**src/rtl/pwm_carrier_pkg.sv**
```systemverilog
// pwm_carrier_pkg: state, mode and reload-point encodings shared by the PWM carrier generator.
package pwm_carrier_pkg;
    typedef enum logic [1:0] {STOPPED, COUNT_UP, COUNT_DOWN} state_t;
    localparam logic SAWTOOTH = 1'b0;
    localparam logic TRIANGLE = 1'b1;
    localparam logic [1:0] RELOAD_ZERO   = 2'd0;
    localparam logic [1:0] RELOAD_PERIOD = 2'd1;
    localparam logic [1:0] RELOAD_BOTH   = 2'd2;
    localparam logic [1:0] RELOAD_NEVER  = 2'd3;
    function automatic logic reload_hit(input logic [1:0] sel, input logic at_zero, input logic at_period);
        return sel == RELOAD_ZERO ? at_zero :
               sel == RELOAD_PERIOD ? at_period :
               sel == RELOAD_BOTH ? (at_zero | at_period) : 1'b0;
    endfunction
endpackage

```
**src/rtl/pwm_carrier_counter_if.sv**
```systemverilog
// pwm_carrier_counter_if: control inputs and carrier outputs of the PWM carrier generator.
interface pwm_carrier_counter_if #(
    parameter int COUNTER_WIDTH   = 16,
    parameter int PRESCALER_WIDTH = 8
);
    logic                       enable;
    logic                       mode;
    logic [COUNTER_WIDTH-1:0]   period;
    logic [COUNTER_WIDTH-1:0]   start_value;
    logic [PRESCALER_WIDTH-1:0] prescale;
    logic [1:0]                 reload_sel;
    logic                       sync_in;
    logic [COUNTER_WIDTH-1:0]   counter_value;
    logic                       counter_stopped;
    logic                       reload_compare;
    logic                       direction;
    modport master (
        output enable, mode, period, start_value, prescale, reload_sel, sync_in,
        input  counter_value, counter_stopped, reload_compare, direction
    );
    modport slave (
        input  enable, mode, period, start_value, prescale, reload_sel, sync_in,
        output counter_value, counter_stopped, reload_compare, direction
    );
endinterface

```
**src/rtl/pwm_prescaler.sv**
```systemverilog
// pwm_prescaler: divides the clock into a one-cycle tick every divisor+1 clocks.
module pwm_prescaler #(
    parameter int WIDTH = 8
) (
    input  logic             clock,
    input  logic             reset,
    input  logic             clear,
    input  logic [WIDTH-1:0] divisor,
    output logic             tick
);
    logic [WIDTH-1:0] count;
    // >= keeps the divider from running the full range if the divisor shrinks mid-count
    assign tick = !clear && count >= divisor;
    always_ff @(posedge clock)
        count <= (reset || clear || tick) ? '0 : count + 1'b1;
endmodule

```
**src/rtl/pwm_carrier_counter.sv**
```systemverilog
// pwm_carrier_counter: sawtooth/triangle carrier with prescaler, shadowed period and phase sync.
module pwm_carrier_counter
    import pwm_carrier_pkg::*;
#(
    parameter int COUNTER_WIDTH   = 16,
    parameter int PRESCALER_WIDTH = 8
) (
    input logic                  clock,
    input logic                  reset,
    pwm_carrier_counter_if.slave bus
);
    typedef logic [COUNTER_WIDTH-1:0] cnt_t;
    state_t state, state_n, tick_state;
    cnt_t   count, count_n, active_period, active_period_n, start_clip, sync_clip, tick_next;
    logic   running, clear, tick, saw, descend, hit, strobe_n;
    assign running = state != STOPPED;
    assign clear = !running || !bus.enable || bus.sync_in;
    assign bus.counter_value = count;
    pwm_prescaler #(.WIDTH(PRESCALER_WIDTH)) prescaler (
        .clock  (clock),
        .reset  (reset),
        .clear  (clear),
        .divisor(bus.prescale),
        .tick   (tick)
    );
    // A zero period degenerates to a held-zero count in both carrier shapes
    always_comb begin
        start_clip = bus.start_value > bus.period ? bus.period : bus.start_value;
        sync_clip = bus.start_value > active_period ? active_period : bus.start_value;
        saw = bus.mode == SAWTOOTH || active_period == '0;
        descend = !saw && (state == COUNT_DOWN || count >= active_period);
        tick_next = saw ? (count >= active_period ? '0 : count + 1'b1) :
                    descend ? (count >= active_period ? active_period - 1'b1 : count - 1'b1) :
                    count + 1'b1;
        tick_state = (descend && tick_next != '0) ? COUNT_DOWN : COUNT_UP;
        hit = reload_hit(bus.reload_sel, tick_next == '0, tick_next == active_period);
    end
    always_comb begin
        state_n = state;
        count_n = count;
        active_period_n = active_period;
        strobe_n = 1'b0;
        if (!running) begin
            active_period_n = bus.period;
            count_n = start_clip;
            state_n = bus.enable ? COUNT_UP : STOPPED;
        end else if (!bus.enable) begin
            state_n = STOPPED;
            count_n = start_clip;
        end else if (bus.sync_in) begin
            state_n = COUNT_UP;
            count_n = sync_clip;
        end else if (tick) begin
            state_n = tick_state;
            count_n = tick_next;
            strobe_n = hit;
            active_period_n = hit ? bus.period : active_period;
        end
    end
    always_ff @(posedge clock) begin
        if (reset) begin
            state <= STOPPED;
            count <= '0;
            active_period <= '0;
            bus.reload_compare <= 1'b0;
            bus.direction <= 1'b0;
            bus.counter_stopped <= 1'b1;
        end else begin
            state <= state_n;
            count <= count_n;
            active_period <= active_period_n;
            bus.reload_compare <= strobe_n;
            bus.direction <= state_n == COUNT_DOWN;
            bus.counter_stopped <= state_n == STOPPED;
        end
    end
endmodule
```
**src/flat_wrapper.sv**
```systemverilog
// flat-port wrapper written by rule: the top's interface ports become plain ports
module pwm_carrier_counter_flat import pwm_carrier_pkg::*;
#(
    parameter int COUNTER_WIDTH   = 16,
    parameter int PRESCALER_WIDTH = 8
)
  (clock, reset, bus_enable, bus_mode, bus_period, bus_start_value, bus_prescale, bus_reload_sel, bus_sync_in, bus_counter_value, bus_counter_stopped, bus_reload_compare, bus_direction);
  pwm_carrier_counter_if #(.COUNTER_WIDTH(COUNTER_WIDTH), .PRESCALER_WIDTH(PRESCALER_WIDTH)) bus_i ();
  input logic clock;
  input logic reset;
  input wire logic [$bits(bus_i.enable)-1:0] bus_enable;
  input wire logic [$bits(bus_i.mode)-1:0] bus_mode;
  input wire logic [$bits(bus_i.period)-1:0] bus_period;
  input wire logic [$bits(bus_i.start_value)-1:0] bus_start_value;
  input wire logic [$bits(bus_i.prescale)-1:0] bus_prescale;
  input wire logic [$bits(bus_i.reload_sel)-1:0] bus_reload_sel;
  input wire logic [$bits(bus_i.sync_in)-1:0] bus_sync_in;
  output wire logic [$bits(bus_i.counter_value)-1:0] bus_counter_value;
  output wire logic [$bits(bus_i.counter_stopped)-1:0] bus_counter_stopped;
  output wire logic [$bits(bus_i.reload_compare)-1:0] bus_reload_compare;
  output wire logic [$bits(bus_i.direction)-1:0] bus_direction;
  assign bus_i.enable = bus_enable;
  assign bus_i.mode = bus_mode;
  assign bus_i.period = bus_period;
  assign bus_i.start_value = bus_start_value;
  assign bus_i.prescale = bus_prescale;
  assign bus_i.reload_sel = bus_reload_sel;
  assign bus_i.sync_in = bus_sync_in;
  assign bus_counter_value = bus_i.counter_value;
  assign bus_counter_stopped = bus_i.counter_stopped;
  assign bus_reload_compare = bus_i.reload_compare;
  assign bus_direction = bus_i.direction;
  pwm_carrier_counter #(.COUNTER_WIDTH(COUNTER_WIDTH), .PRESCALER_WIDTH(PRESCALER_WIDTH)) u_core (.clock(clock), .reset(reset), .bus(bus_i));
endmodule
```
**config.mk**
```make
export PLATFORM = sky130hd
export DESIGN_NAME = pwm_carrier_counter_flat
export DESIGN_NICKNAME = d
export VERILOG_FILES = /design/src/rtl/pwm_carrier_pkg.sv /design/src/rtl/pwm_carrier_counter_if.sv /design/src/rtl/pwm_prescaler.sv /design/src/rtl/pwm_carrier_counter.sv /design/src/flat_wrapper.sv
export SDC_FILE = /design/constraint.sdc
export NUM_CORES = 1
export LEC_CHECK = 0
export ABC_CLOCK_PERIOD_IN_PS = 14400
export CORE_ASPECT_RATIO = 1.4
export CORE_MARGIN = 4
export CORE_UTILIZATION = 34
export CTS_CLUSTER_SIZE = 40
export DETAILED_ROUTE_END_ITERATION = 10
export PLACE_DENSITY = 0.58
export REMOVE_ABC_BUFFERS = 1
export SLEW_MARGIN = 0
export SYNTH_ARGS = -nofsm -noshare
export SYNTH_HDL_FRONTEND = slang
export SYNTH_SLANG_ARGS = --single-unit
export TNS_END_PERCENT = 100
```
**constraint.sdc**
```tcl
create_clock -name clock -period 14.4 [get_ports clock]
set_clock_uncertainty 0.05 [all_clocks]
set_input_delay 1.44 -clock clock [delete_from_list [all_inputs] [get_ports clock]]
set_output_delay 1.44 -clock clock [all_outputs]
set_load 0.05 [all_outputs]
```
Yosys cells after proc, flatten, opt, wreduce, memory -nomap -nowiden
Cells that the tools add are included. W data, S select, Z words.

Register bits: 45. Output and inout bits: 19. Logic and storage cells: 75.

$add $sub $neg: 4. $lt $le $gt $ge: 4. Equal/unequal tests: 10. Mux-type cells: 24. Bitwise gates (word level): 5. Reduce and logical (&&, ||, !) cells: 21.

Operators with widths (count): $mux W16 (15); $gt A16 B16 Y1 (2); $logic_not A16 Y1 (2); $sub A16 B1 Y16 const B (2); $add A16 B1 Y16 const B (1); $eq A16 B16 Y1 (1); $ge A16 B16 Y1 (1); $reduce_bool A16 Y1 (1); $mux W2 (5); $add A8 B1 Y8 const B (1); $ge A8 B8 Y1 (1); $ne A2 B2 Y1 const B (4); $eq A2 B2 Y1 const B (3); $logic_or A1 B1 Y1 (6); $reduce_or A5 Y1 (1); $logic_not A1 Y1 (4); $logic_not A2 Y1 (2); $mux W1 (4); $ne A4 B4 Y1 const B (1); $not A1 Y1 (4); $reduce_and A4 Y1 (1); $logic_and A1 B1 Y1 (3); $eq A2 B1 Y1 const B (1); $reduce_bool A2 Y1 (1); $or A1 B1 Y1 (1).

Logic depth before layout (Yosys ltp)
Gate-level depths: netlist of the first run.

Depth after elaboration: 16. Gate-level depth with buffers: 24.

By module
From an unflattened synthesis of the first run, not the netlist that was laid out.

Cell total of the unflattened synthesis: 827. Area total of the unflattened synthesis: 6155.9 µm².

By module, submodules not included: pwm_carrier_counter (instances 1, cells an instance 765, area an instance 5627.9 µm², seq. area each 740.7 µm²); pwm_prescaler (instances 1, cells an instance 62, area an instance 528.0 µm², seq. area each 160.2 µm²).

Worst setup path before layout of the first run
Ideal clock, no wire load.

Path type: register to register. Start point: register u_core.count[0], in the netlist u_core.bus.counter_value[0]. End point: register u_core.active_period[8]. Setup time: 132 ps. Arrival: 6095 ps. Data required time: 14218 ps. Setup slack: 8123 ps. Cell stages (with the launch flop): 24. Clock period less this slack: 6277 ps. Cells stage by stage: dfxtp_1 > inv_1 > ha_1 > nand2b_1 > a2111o_1 > a32o_1 > nor2_1 > buf_1 > clkbuf_1 > nor2_1 > a21oi_1 > ha_1 > or4b_2 > nor2_1 > xnor2_1 > a21oi_1 > nor4_1 > a2111oi_2 > nand4_1 > or4_4 > nor4b_4 > clkbuf_2 > or3_1 > a21oi_1.

Word-level cells in the longest chain between the ends: 12. Elaborated cells between the ends (all ways): 17.

RTL lines: from (decl) (RTL line pwm_carrier_counter.sv:14) `cnt_t count, count_n, active_period, active_period_n, start_clip, sync_clip, tick_next;`; from (signal assigned) (RTL line pwm_carrier_counter.sv:70) `count <= count_n;`; $ge A16 B16 Y1 (RTL line pwm_carrier_counter.sv:31, pwm_carrier_counter.sv:32, pwm_carrier_counter.sv:33); $logic_or A1 B1 Y1 (RTL line pwm_carrier_counter.sv:31) `descend = !saw && (state == COUNT_DOWN || count >= active_period);`; $logic_and A1 B1 Y1 (RTL line pwm_carrier_counter.sv:31); $mux W16 (RTL line pwm_carrier_counter.sv:33) `descend ? (count >= active_period ? active_period - 1'b1 : count - 1'b1) :`; $mux W16 (*) (RTL line pwm_carrier_counter.sv:32) `tick_next = saw ? (count >= active_period ? '0 : count + 1'b1) :`; $eq A16 B16 Y1 or $logic_not A16 Y1 (tied branches) (RTL line pwm_carrier_counter.sv:36) `hit = reload_hit(bus.reload_sel, tick_next == '0, tick_next == active_period);`; $or A1 B1 Y1 (RTL line pwm_carrier_pkg.sv:13) `sel == RELOAD_BOTH ? (at_zero | at_period) : 1'b0;`; $mux W1 (RTL line pwm_carrier_pkg.sv:13); $mux W1 (RTL line pwm_carrier_pkg.sv:12) `sel == RELOAD_PERIOD ? at_period :`; $mux W1 (*) (RTL line pwm_carrier_pkg.sv:11) `return sel == RELOAD_ZERO ? at_zero :`; $ne A2 B2 Y1 (no source line) (*); $reduce_and A4 Y1 (no source line) (*); to (signal assigned) (RTL line pwm_carrier_counter.sv:71) `active_period <= active_period_n;`; to (decl) (RTL line pwm_carrier_counter.sv:14).

Every way passes the cells marked *; elsewhere a longest branch is shown, timed or not. A chain may end at the register's enable or synchronous reset.

Worst setup path after layout of the first run
Start point: register u_core.active_period[15]. End point: register u_core.active_period[13].

Word-level cells in the longest chain between the ends: 13. Elaborated cells between the ends (all ways): 19.

RTL lines (RTL line): branches (longest 10 deep; another with $sub A16 B1 Y16); $mux W1 (*) (pwm_carrier_pkg.sv:11); $ne A2 B2 Y1 (no source line) (*); $reduce_and A4 Y1 (no source line) (*).

Every way passes the cells marked *.

==> reports/results.txt, run 1 <==
Status - finished, final reports clean
Max IR drop VDD - 0.0462 mV
Worst EP arrival - 6640 ps
Setup repair bufs after CTS - 0
Startpoint Class - flip-flop
Main combinational cell family by area after synthesis - compound AO/OA/AOI/OAI gates
Crit path max fanout - 33
Reg clk slew, reported paths - 80 ps
Skew-Pair Late Insertion Delay - 310 ps
Post-synthesis sequential area ratio - 0.155
Core area - 0.0167 mm2
# fillers - 1,740
CTS Buf Count - 5
Die area - 0.0192 mm2
CTS root buffer - clkbuf_16
Grt ovf - 0
Wire length per cell - 23.7 um
Post-CTS sizing - 0
Post-synthesis mux area share - 0.0460
# IOs - 66
Async set or reset register ratio after synthesis - 0
Power per cell area - 87.5 mW/mm2
# clock sinks - 45
Share of cells above drive strength 1 - 0.0564
Vias in the first global route - 6,325
Total track usage - 0.245
Synth Instances - 777
Synth Area in XOR/XNOR - 0.0680
Wl on met1 - 9.44 mm
Most common cell after layout, fill and taps aside - clkdlybuf4s50_1
DRC errors left - 0
Post-layout net count - 921
Hold buffers post-CTS - 0
Hold path depth - 1
CP max-delay cell - or4b_2
Final TNS setup - 0 ps
Initial DRT Pass Iterations - 5
Slew @ Worst Pin - 1160 ps
Avg Cell Area, Syn - 7.46 um2
ANT nets after route - 0
Met3 wire length - 1.53 mm
R2R depth - 21
Max Cap Viol - 0
Num rows - 56
Final setup vio count - 0
CP dominant cell by count - a21oi_1
First-pass GRT wire length - 37.0 mm
Required @ worst endpoint - 14,590 ps
Clock tree buffer depth - 2
Area leader, netlist - dfxtp_1
Netlist Area Pre-Place - 0.00579 mm2
Final hold slack - 457 ps
Diode count - 0
Initial core utilization - 0.346
CTS tree - done
Distinct cells, synth - 73
H-tree depth - 2
Synth warnings - 0
Max Clk Rate - 155 MHz
Simple-Gate Fraction of Synth Area - 0.242
Min-Delay Path Class - reg2reg
DR WL met2 - 11.9 mm
Synth area leaders - dfxtp_1, ha_1, a21oi_1
CP Class - reg2reg
Kind of end point of the critical path - flip-flop
Vias - 6,543
Most frequent cells in the layout - clkdlybuf4s50_1, ha_1, a21oi_1
Highest Signal Layer - met4
Largest net degree at the start of global routing - 37
Synth top area share - 0.155
Critical-path cell list - inv_2 -> ha_1 -> nand4_1 -> nor3_1 -> a32oi_1 -> nand2_1 -> nor2_1 -> a21oi_1 -> ha_1 -> or4b_2 -> nor2_1 -> xnor2_1 -> a21oi_1 -> nor4_1 -> a2111oi_2 -> nand4_1 -> or4_4 -> nor4b_4 -> buf_4 -> o21ai_0 -> a21oi_1
CP max stage delay - 690 ps
Area Overhead vs Synth - 16.5%
Compound-Gate Fraction of Synth Area - 0.293
Post-DP HPWL - 18.8 mm
RSZ-0062 raised after global routing - no
DRT Wirelength - 24.2 mm
Chip width - 118 um
Prevailing post-synth register cell - dfxtp_1
Vert. Die Dim - 162 um
Number of I/O port buffers - 65
Slew headroom - 0.221
Adder-cell area share of the yosys netlist - 0.127
Gpl congestion - 1.05
Hold violation count in the final report - 0
DR vias/cell - 6.42
Post-layout util - 0.403
Static Leak - 0.00258 uW
Number of synthesized flops with an enable pin - 0
Seq cells post-synth - 45
Final Critical Period - 6450 ps
Overall Power - 591 uW
Final period util - 0.448
Starting DRT DRC Count - 611
Initial antenna violation count - 0
Final slew viol count - 0
==> layout make-up <==
cell class	count	area, um2	share of cell area
clock buffer	5	125	0.0185
clock inverter	3	25.0	0.00371
inverter	50	188	0.0278
multi-input combinational	634	4500	0.667
sequential	45	901	0.133
tap	203	254	0.0376
timing repair buffer	79	756	0.112
==> through the flow <==
| stage | worst slack, ps | instances | instance area (um2) |
|---|---|---|---|
| final | 7950 | 1019 | 6750 |
| after floorplan | 7550 | 729 | 5580 |
| after global placement | 8210 | 1011 | 6600 |
| after detailed placement | 8140 | 1011 | 6600 |
| after global routing | 7460 | 1019 | 6750 |
| after CTS | 8090 | 1019 | 6750 |
==> cells in the mapped netlist (4+ instances only) <==
| library cell | instances |
|---|---|
| o31ai_1 | 6 |
| nor3b_1 | 4 |
| and3_1 | 5 |
| inv_1 | 49 |
| or4_1 | 10 |
| o221ai_1 | 14 |
| o211ai_1 | 7 |
| or3_1 | 21 |
| a21o_1 | 14 |
| or2_2 | 4 |
| a21oi_1 | 57 |
| nor3_1 | 26 |
| nand2_1 | 37 |
| a32oi_1 | 4 |
| nor2_1 | 55 |
| clkbuf_1 | 40 |
| xor2_1 | 14 |
| o21bai_1 | 5 |
| a211oi_1 | 15 |
| mux2_2 | 5 |
| nand4_1 | 22 |
| ha_1 | 59 |
| o21ai_0 | 45 |
| mux2i_1 | 21 |
| nand2b_1 | 8 |
| and4_1 | 4 |
| a221o_1 | 4 |
| o22ai_1 | 11 |
| xnor2_1 | 31 |
| dfxtp_1 | 45 |
| a31oi_1 | 13 |
| nand3_1 | 20 |
| nor4_1 | 21 |
| nor2b_1 | 8 |
| o32ai_1 | 6 |
| o21a_1 | 7 |
| a32o_1 | 8 |
==> registers in the layout, indices dropped and copies added (netlist names) <==
register,count
u_core.state,2
u_core.bus.direction,1
u_core.active_period,16
u_core.bus.counter_value,16
u_core.bus.counter_stopped,1
u_core.bus.reload_compare,1
u_core.prescaler.count,8
==> power by group <==
part,switching (uW),leakage (uW),internal [uW]
registers,24.3,0.000371,132
clock network,62.8,0.0000704,65.6
logic,191,0.00214,115
total,278,0.00258,313
==> path summary, 6_finish.rpt <==
check                         endpoint  slack (ps)                 startpoint
max           u_core.active_period[13]        7950   u_core.active_period[15]
min          u_core.prescaler.count[0]         460  u_core.prescaler.count[0]
max reg2reg   u_core.active_period[13]        7950   u_core.active_period[15]
min reg2reg  u_core.prescaler.count[0]         460  u_core.prescaler.count[0]
==> routing by layer <==
metal	global-route usage	up-vias
met1	0.284	3070
met2	0.434	327
met3	0.0337	97
li1	-	3049
met5	0	-
met4	0.135	0
==> critical path, delay by kind of cell, from the launching register on <==
kind | cells | cell delay, ps
xor+xnor | 1 | 70
fa+ha+maj | 2 | 740
compound gates | 6 | 1240
flops | 1 | 610
buf+inv | 2 | 580
simple gates | 10 | 3080
==> cell families (layout without fill, tap and decap cells) <==
logic type	count (synthesis)	in the layout
simple gates	256	256
mux	26	26
flops	45	45
buf+inv	98	137
fa+ha+maj	59	59
xor+xnor	45	45
compound gates	248	248
Power figures use the tool's default switching activity.
==> run 2, diff against run 1 <==
--- a/config.mk
+++ b/config.mk
@@ -5,7 +5,7 @@
 export SDC_FILE = /design/constraint.sdc
 export NUM_CORES = 1
 export LEC_CHECK = 0
-export ABC_CLOCK_PERIOD_IN_PS = 14400
+export ABC_CLOCK_PERIOD_IN_PS = 6400
 export CORE_ASPECT_RATIO = 1.4
 export CORE_MARGIN = 4
 export CORE_UTILIZATION = 34
==> constraint.sdc (replaced) <==
create_clock -name clock -period 6.4 [get_ports clock]
set_clock_uncertainty 0.05 [all_clocks]
set_input_delay 0.64 -clock clock [delete_from_list [all_inputs] [get_ports clock]]
set_output_delay 0.64 -clock clock [all_outputs]
set_load 0.05 [all_outputs]
==> run 2 against run 1 <==
Routed wire length increased by 1.9%. Non-clock buffer count increased by 26. Flip-flop and latch count unchanged. Die area unchanged. Sequential power increased by 110%. Register-to-register slack got worse by 7300 ps. Largest power group unchanged.
==> reports/results.txt, run 2 (synthesis results as in run 1) <==
H-tree depth - 2
Post-route setup slack - 622 ps
Most common cell after layout, fill and taps aside - clkdlybuf4s50_1
Worst EP arrival - 5960 ps
Clock tree buffer depth - 2
Diode count - 0
Skew-Pair Late Insertion Delay - 300 ps
DR vias/cell - 6.32
Power per cell area - 201 mW/mm2
Initial core utilization - 0.346
Min-Delay Path Class - reg2reg
Clock power share - 0.233
Vias - 6,601
CP max-delay cell - or4b_2
First-pass GRT wire length - 37.2 mm
Sequential cell area - 901 um2
DRC errors left - 0
Max Clk Rate - 173 MHz
Startpoint Class - flip-flop
Gpl congestion - 0.994
Overall Power - 1410 uW
Status - finished, final reports clean
Kind of end point of the critical path - flip-flop
CP max stage delay - 690 ps
Initial DRT Pass Iterations - 5
Area of the multi-input gates - 0.00450 mm2
Critical-path cell list - inv_1 -> ha_1 -> nand2b_1 -> a2111o_1 -> a32o_1 -> nor2_2 -> nor2_1 -> a21oi_1 -> ha_1 -> or4b_2 -> nor2_1 -> xnor2_1 -> a21oi_1 -> nor4_1 -> a2111oi_2 -> nand4_1 -> or4_4 -> nor4b_4 -> buf_12 -> o21ai_0 -> a21oi_1
CP Class - reg2reg
Core area - 0.0167 mm2
Chip width - 118 um
Reg clk slew, reported paths - 80 ps
Comb pwr share - 0.530
FF-to-FF setup slack - 620 ps
Post-DP HPWL - 19.3 mm
Total track usage - 0.248
# clock sinks - 45
Pre-CTS setup slack - 604 ps
Share of cells above drive strength 1 - 0.0855
Final setup vio count - 0
Reg power frac - 0.236
Switch Pwr - 634 uW
Slew @ Worst Pin - 967 ps
Vias in the first global route - 6,224
Final hold slack - 468 ps
Most frequent cells in the layout - clkdlybuf4s50_1, ha_1, a21oi_1
Max IR drop VDD - 0.110 mV
Hold violation count in the final report - 0
Final TNS setup - 0 ps
Static Leak - 0.00273 uW
Final period util - 0.903
# fillers - 1,726
Initial antenna violation count - 0
Required @ worst endpoint - 6580 ps
Int Power - 771 uW
Crit path max fanout - 33
ANT nets after route - 0
Die area - 0.0192 mm2
RSZ-0062 raised after global routing - no
CP dominant cell by count - a21oi_1
Max Cap Viol - 0
Final Critical Period - 5780 ps
CTS tree - done
Vert. Die Dim - 162 um
Starting DRT DRC Count - 634
Post-layout net count - 947
Area Overhead vs Synth - 20.7%
CTS root buffer - clkbuf_16
DRT Wirelength - 24.7 mm
# IOs - 66
Num rows - 56
Slew headroom - 0.350
Final slew viol count - 0
Largest net degree at the start of global routing - 37
Grt ovf - 0
Number of I/O port buffers - 65
CTS Buf Count - 5
Sw Share - 0.451
Wire length per cell - 23.6 um
[run 2: cell types whose count changed in the layout (fill, tap and decap cells not counted)]
cell        previous run  this run
clkinvlp_4             1         0
o31ai_2                1         0
inv_6                  1         2
nor2_2                 0         1
buf_4                 14        38
clkinv_4               1         0
nor2_1                55        54
bufinv_16              0         1
buf_12                 0         2
o31ai_1                5         6
[run 2: power groups by stage]
| stage | sequential [uW] | clock, uW | combinational, uW |
|---|---|---|---|
| after floorplan | 371 | 0 | 397 |
| after global placement | 336 | 0 | 733 |
| after detailed placement | 337 | 0 | 721 |
| after CTS | 330 | 332 | 725 |
| after global routing | 334 | 340 | 794 |
| final | 332 | 328 | 745 |
[run 2: area by class of cell]
type / count / share of cell area
timing repair buffer: 105 / 0.140
clock inverter: 3 / 0.00680
inverter: 50 / 0.0268
tap: 203 / 0.0363
multi-input combinational: 634 / 0.644
clock buffer: 5 / 0.0179
sequential: 45 / 0.129
[run 2: path summary, 6_finish.rpt]
check        cells past startpoint                         to                         from
max                             21    u_core.active_period[1]  u_core.bus.counter_value[0]
min                              1  u_core.prescaler.count[0]    u_core.prescaler.count[0]
max reg2reg                     21    u_core.active_period[1]  u_core.bus.counter_value[0]
min reg2reg                      1  u_core.prescaler.count[0]    u_core.prescaler.count[0]
[run 2: through the flow]
step	util	instance area, um2	instances
3_3_place_gp	0.407	6820	1037
6_report	0.418	6990	1045
5_1_grt	0.418	6990	1045
4_1_cts	0.417	6990	1045
2_1_floorplan	-	5580	729
3_5_place_dp	0.407	6820	1037
[run 2: repair_timing]
item | CTS | global route
buffers inserted | 0 | 0
endpoints found under the setup margin | 0 | 13
hold buffers | 0 | 0
resized for setup | 0 | 1
hold endpoints to repair | 0 | 0
[run 2: metal layers]
| layer | track usage | share of wire |
|---|---|---|
| met1 | 0.296 | 0.39 |
| met2 | 0.439 | 0.50 |
| met3 | 0.0268 | 0.061 |
| met4 | 0.129 | 0.056 |
| met5 | 0 | 0 |
[run 2: worst max-delay path: cells and delay by family, from the launching register on]
family,cells,cell delay (ps)
xor+xnor,1,70
compound gates,7,1750
fa+ha+maj,2,540
buf+inv,2,340
simple gates,9,2460
flops,1,500
==> run 3, diff against run 2 <==
--- a/config.mk
+++ b/config.mk
@@ -5,7 +5,7 @@
 export SDC_FILE = /design/constraint.sdc
 export NUM_CORES = 1
 export LEC_CHECK = 0
-export ABC_CLOCK_PERIOD_IN_PS = 6400
+export ABC_CLOCK_PERIOD_IN_PS = 5500
 export CORE_ASPECT_RATIO = 1.4
 export CORE_MARGIN = 4
 export CORE_UTILIZATION = 34
==> constraint.sdc (replaced) <==
create_clock -name clock -period 5.5 [get_ports clock]
set_clock_uncertainty 0.05 [all_clocks]
set_input_delay 0.55 -clock clock [delete_from_list [all_inputs] [get_ports clock]]
set_output_delay 0.55 -clock clock [all_outputs]
set_load 0.05 [all_outputs]
==> run 3 against run 2 <==
Worst hold slack better by 1.7 ps. Maximum frequency rose by 11%. Flip-flop and latch count unchanged. Via count is 0.83% higher. Power is 15% higher. Sequential share of layout area fell by 0.49 points. First-iteration DRC count decreased by 17%. Clock-buffer cell count unchanged. Worst setup slack worse by 320 ps. Combinational power up 24%. Largest cell class unchanged. Largest power group unchanged.
==> reports/results.txt, run 3 (synthesis results as in run 1) <==
Status - finished, final reports clean
Chip width - 118 um
Largest net degree at the start of global routing - 34
Kind of end point of the critical path - flip-flop
CP max stage delay - 480 ps
Critical-path cell list - inv_1 -> ha_1 -> nand2b_1 -> a2111o_1 -> a32oi_4 -> nand2_1 -> a21oi_1 -> ha_1 -> buf_4 -> nand2b_1 -> or2_1 -> buf_4 -> nor4_1 -> nor4_4 -> o32ai_1 -> a2111oi_0 -> and4_1 -> nand4_1 -> o32ai_4 -> buf_12 -> or3b_2 -> a21oi_1
CTS root buffer - clkbuf_16
Vias in the first global route - 6,501
Final instance area - 0.00727 mm2
Final Critical Period - 5190 ps
Worst EP arrival - 5380 ps
Slew @ Worst Pin - 944 ps
Post-layout net count - 974
Startpoint Class - flip-flop
Final slew viol count - 0
Gpl congestion - 1.05
Initial core utilization - 0.346
Crit path max fanout - 32
Starting DRT DRC Count - 527
Final period util - 0.944
# IOs - 66
Core area - 0.0167 mm2
Min-Delay Path Class - reg2reg
DRT Wirelength - 24.6 mm
Vert. Die Dim - 162 um
CP Class - reg2reg
Max IR drop VDD - 0.126 mV
Share of cells above drive strength 1 - 0.123
Final setup vio count - 0
Grt ovf - 0
DRC errors left - 0
Required @ worst endpoint - 5680 ps
FF-to-FF setup slack - 310 ps
Area Overhead vs Synth - 25.5%
Diode count - 0
Wire length per cell - 22.9 um
Most frequent cells in the layout - clkdlybuf4s50_1, buf_4, ha_1
Post-DP HPWL - 19.2 mm
Most common cell after layout, fill and taps aside - clkdlybuf4s50_1
Die area - 0.0192 mm2
Reg clk slew, reported paths - 80 ps
Initial DRT Pass Iterations - 6
Number of I/O port buffers - 65
First-pass GRT wire length - 37.7 mm
Max Clk Rate - 193 MHz
Skew-Pair Late Insertion Delay - 310 ps
CTS Buf Count - 5
Slew headroom - 0.371
Placed Cells - 1,062
Static Leak - 0.00287 uW
Max Cap Viol - 0
Total track usage - 0.250
Final TNS setup - 0 ps
# clock sinks - 45
ANT nets after route - 0
Vias - 6,656
H-tree depth - 2
DR vias/cell - 6.21
R2R depth - 22
Power per cell area - 223 mW/mm2
CP max-delay cell - a2111o_1
Placement Cell Area - 0.00701 mm2
CTS tree - done
Initial antenna violation count - 0
Clock tree buffer depth - 2
Non-Filler Instances - 1,072
Final hold slack - 469 ps
Num rows - 56
Hold violation count in the final report - 0
Hold path depth - 1
==> run 3: cell count changes in the layout (fill, tap and decap cells not counted), sizes merged <==
cell	previous run	this run
inv	52	51
clkinv	0	1
clkinvlp	0	1
buf	40	66
clkbuf	5	6
bufinv	1	0
==> run 3: report_power, final <==
part | switching [uW] | leakage (uW) | internal [uW]
clock network | 163 | 0.0000704 | 172
registers | 12.6 | 0.000371 | 346
logic | 567 | 0.00243 | 359
==> run 3: worst max-delay path: cells and delay by family (launching register included) <==
family,cells,cell delay [ps]
AOI/OAI and AO/OA,7,1740
adders and majority gates,2,460
buffers and inverters,4,570
DFF,1,330
and+or+nand+nor,9,1950
==> run 3: path summary, 6_finish.rpt <==
path                          startpoint                         to
max          u_core.bus.counter_value[0]    u_core.active_period[0]
min            u_core.prescaler.count[0]  u_core.prescaler.count[0]
max reg2reg  u_core.bus.counter_value[0]    u_core.active_period[0]
min reg2reg    u_core.prescaler.count[0]  u_core.prescaler.count[0]
==> run 3: through the flow <==
step	utilization	setup slack [ps]	power, uW
after floorplan	-	-1350	894
after global placement	0.418	254	1250
after detailed placement	0.418	157	1250
after CTS	0.427	82.8	1580
after global routing	0.434	-26.6	1690
final	0.434	306	1620
==> run 3: metal layers <==
layer / vias up / part of all wire / track usage
met1: 3099 / 0.39 / 0.290
met4: 0 / 0.046 / 0.118
li1: 3146 / - / -
met5: - / 0 / 0
met2: 329 / 0.51 / 0.454
met3: 82 / 0.059 / 0.0327
==> run 3: cell type report <==
type | instances | area, um2
well taps | 203 | 254
inverters | 50 | 188
flip-flops and latches | 45 | 901
multi-input cells | 634 | 4580
repair buffers | 132 | 1200
clock buffers | 5 | 125
fillers | 1727 | 9480
clock inverters | 3 | 25.0
==> run 3: timing repair <==
action                                 in CTS  in global routing
buffers inserted                            0                  1
gates resized for setup                     0                 14
setup endpoints to repair                   0                 17
hold buffers                                0                  0
endpoints found under the hold margin       0                  0
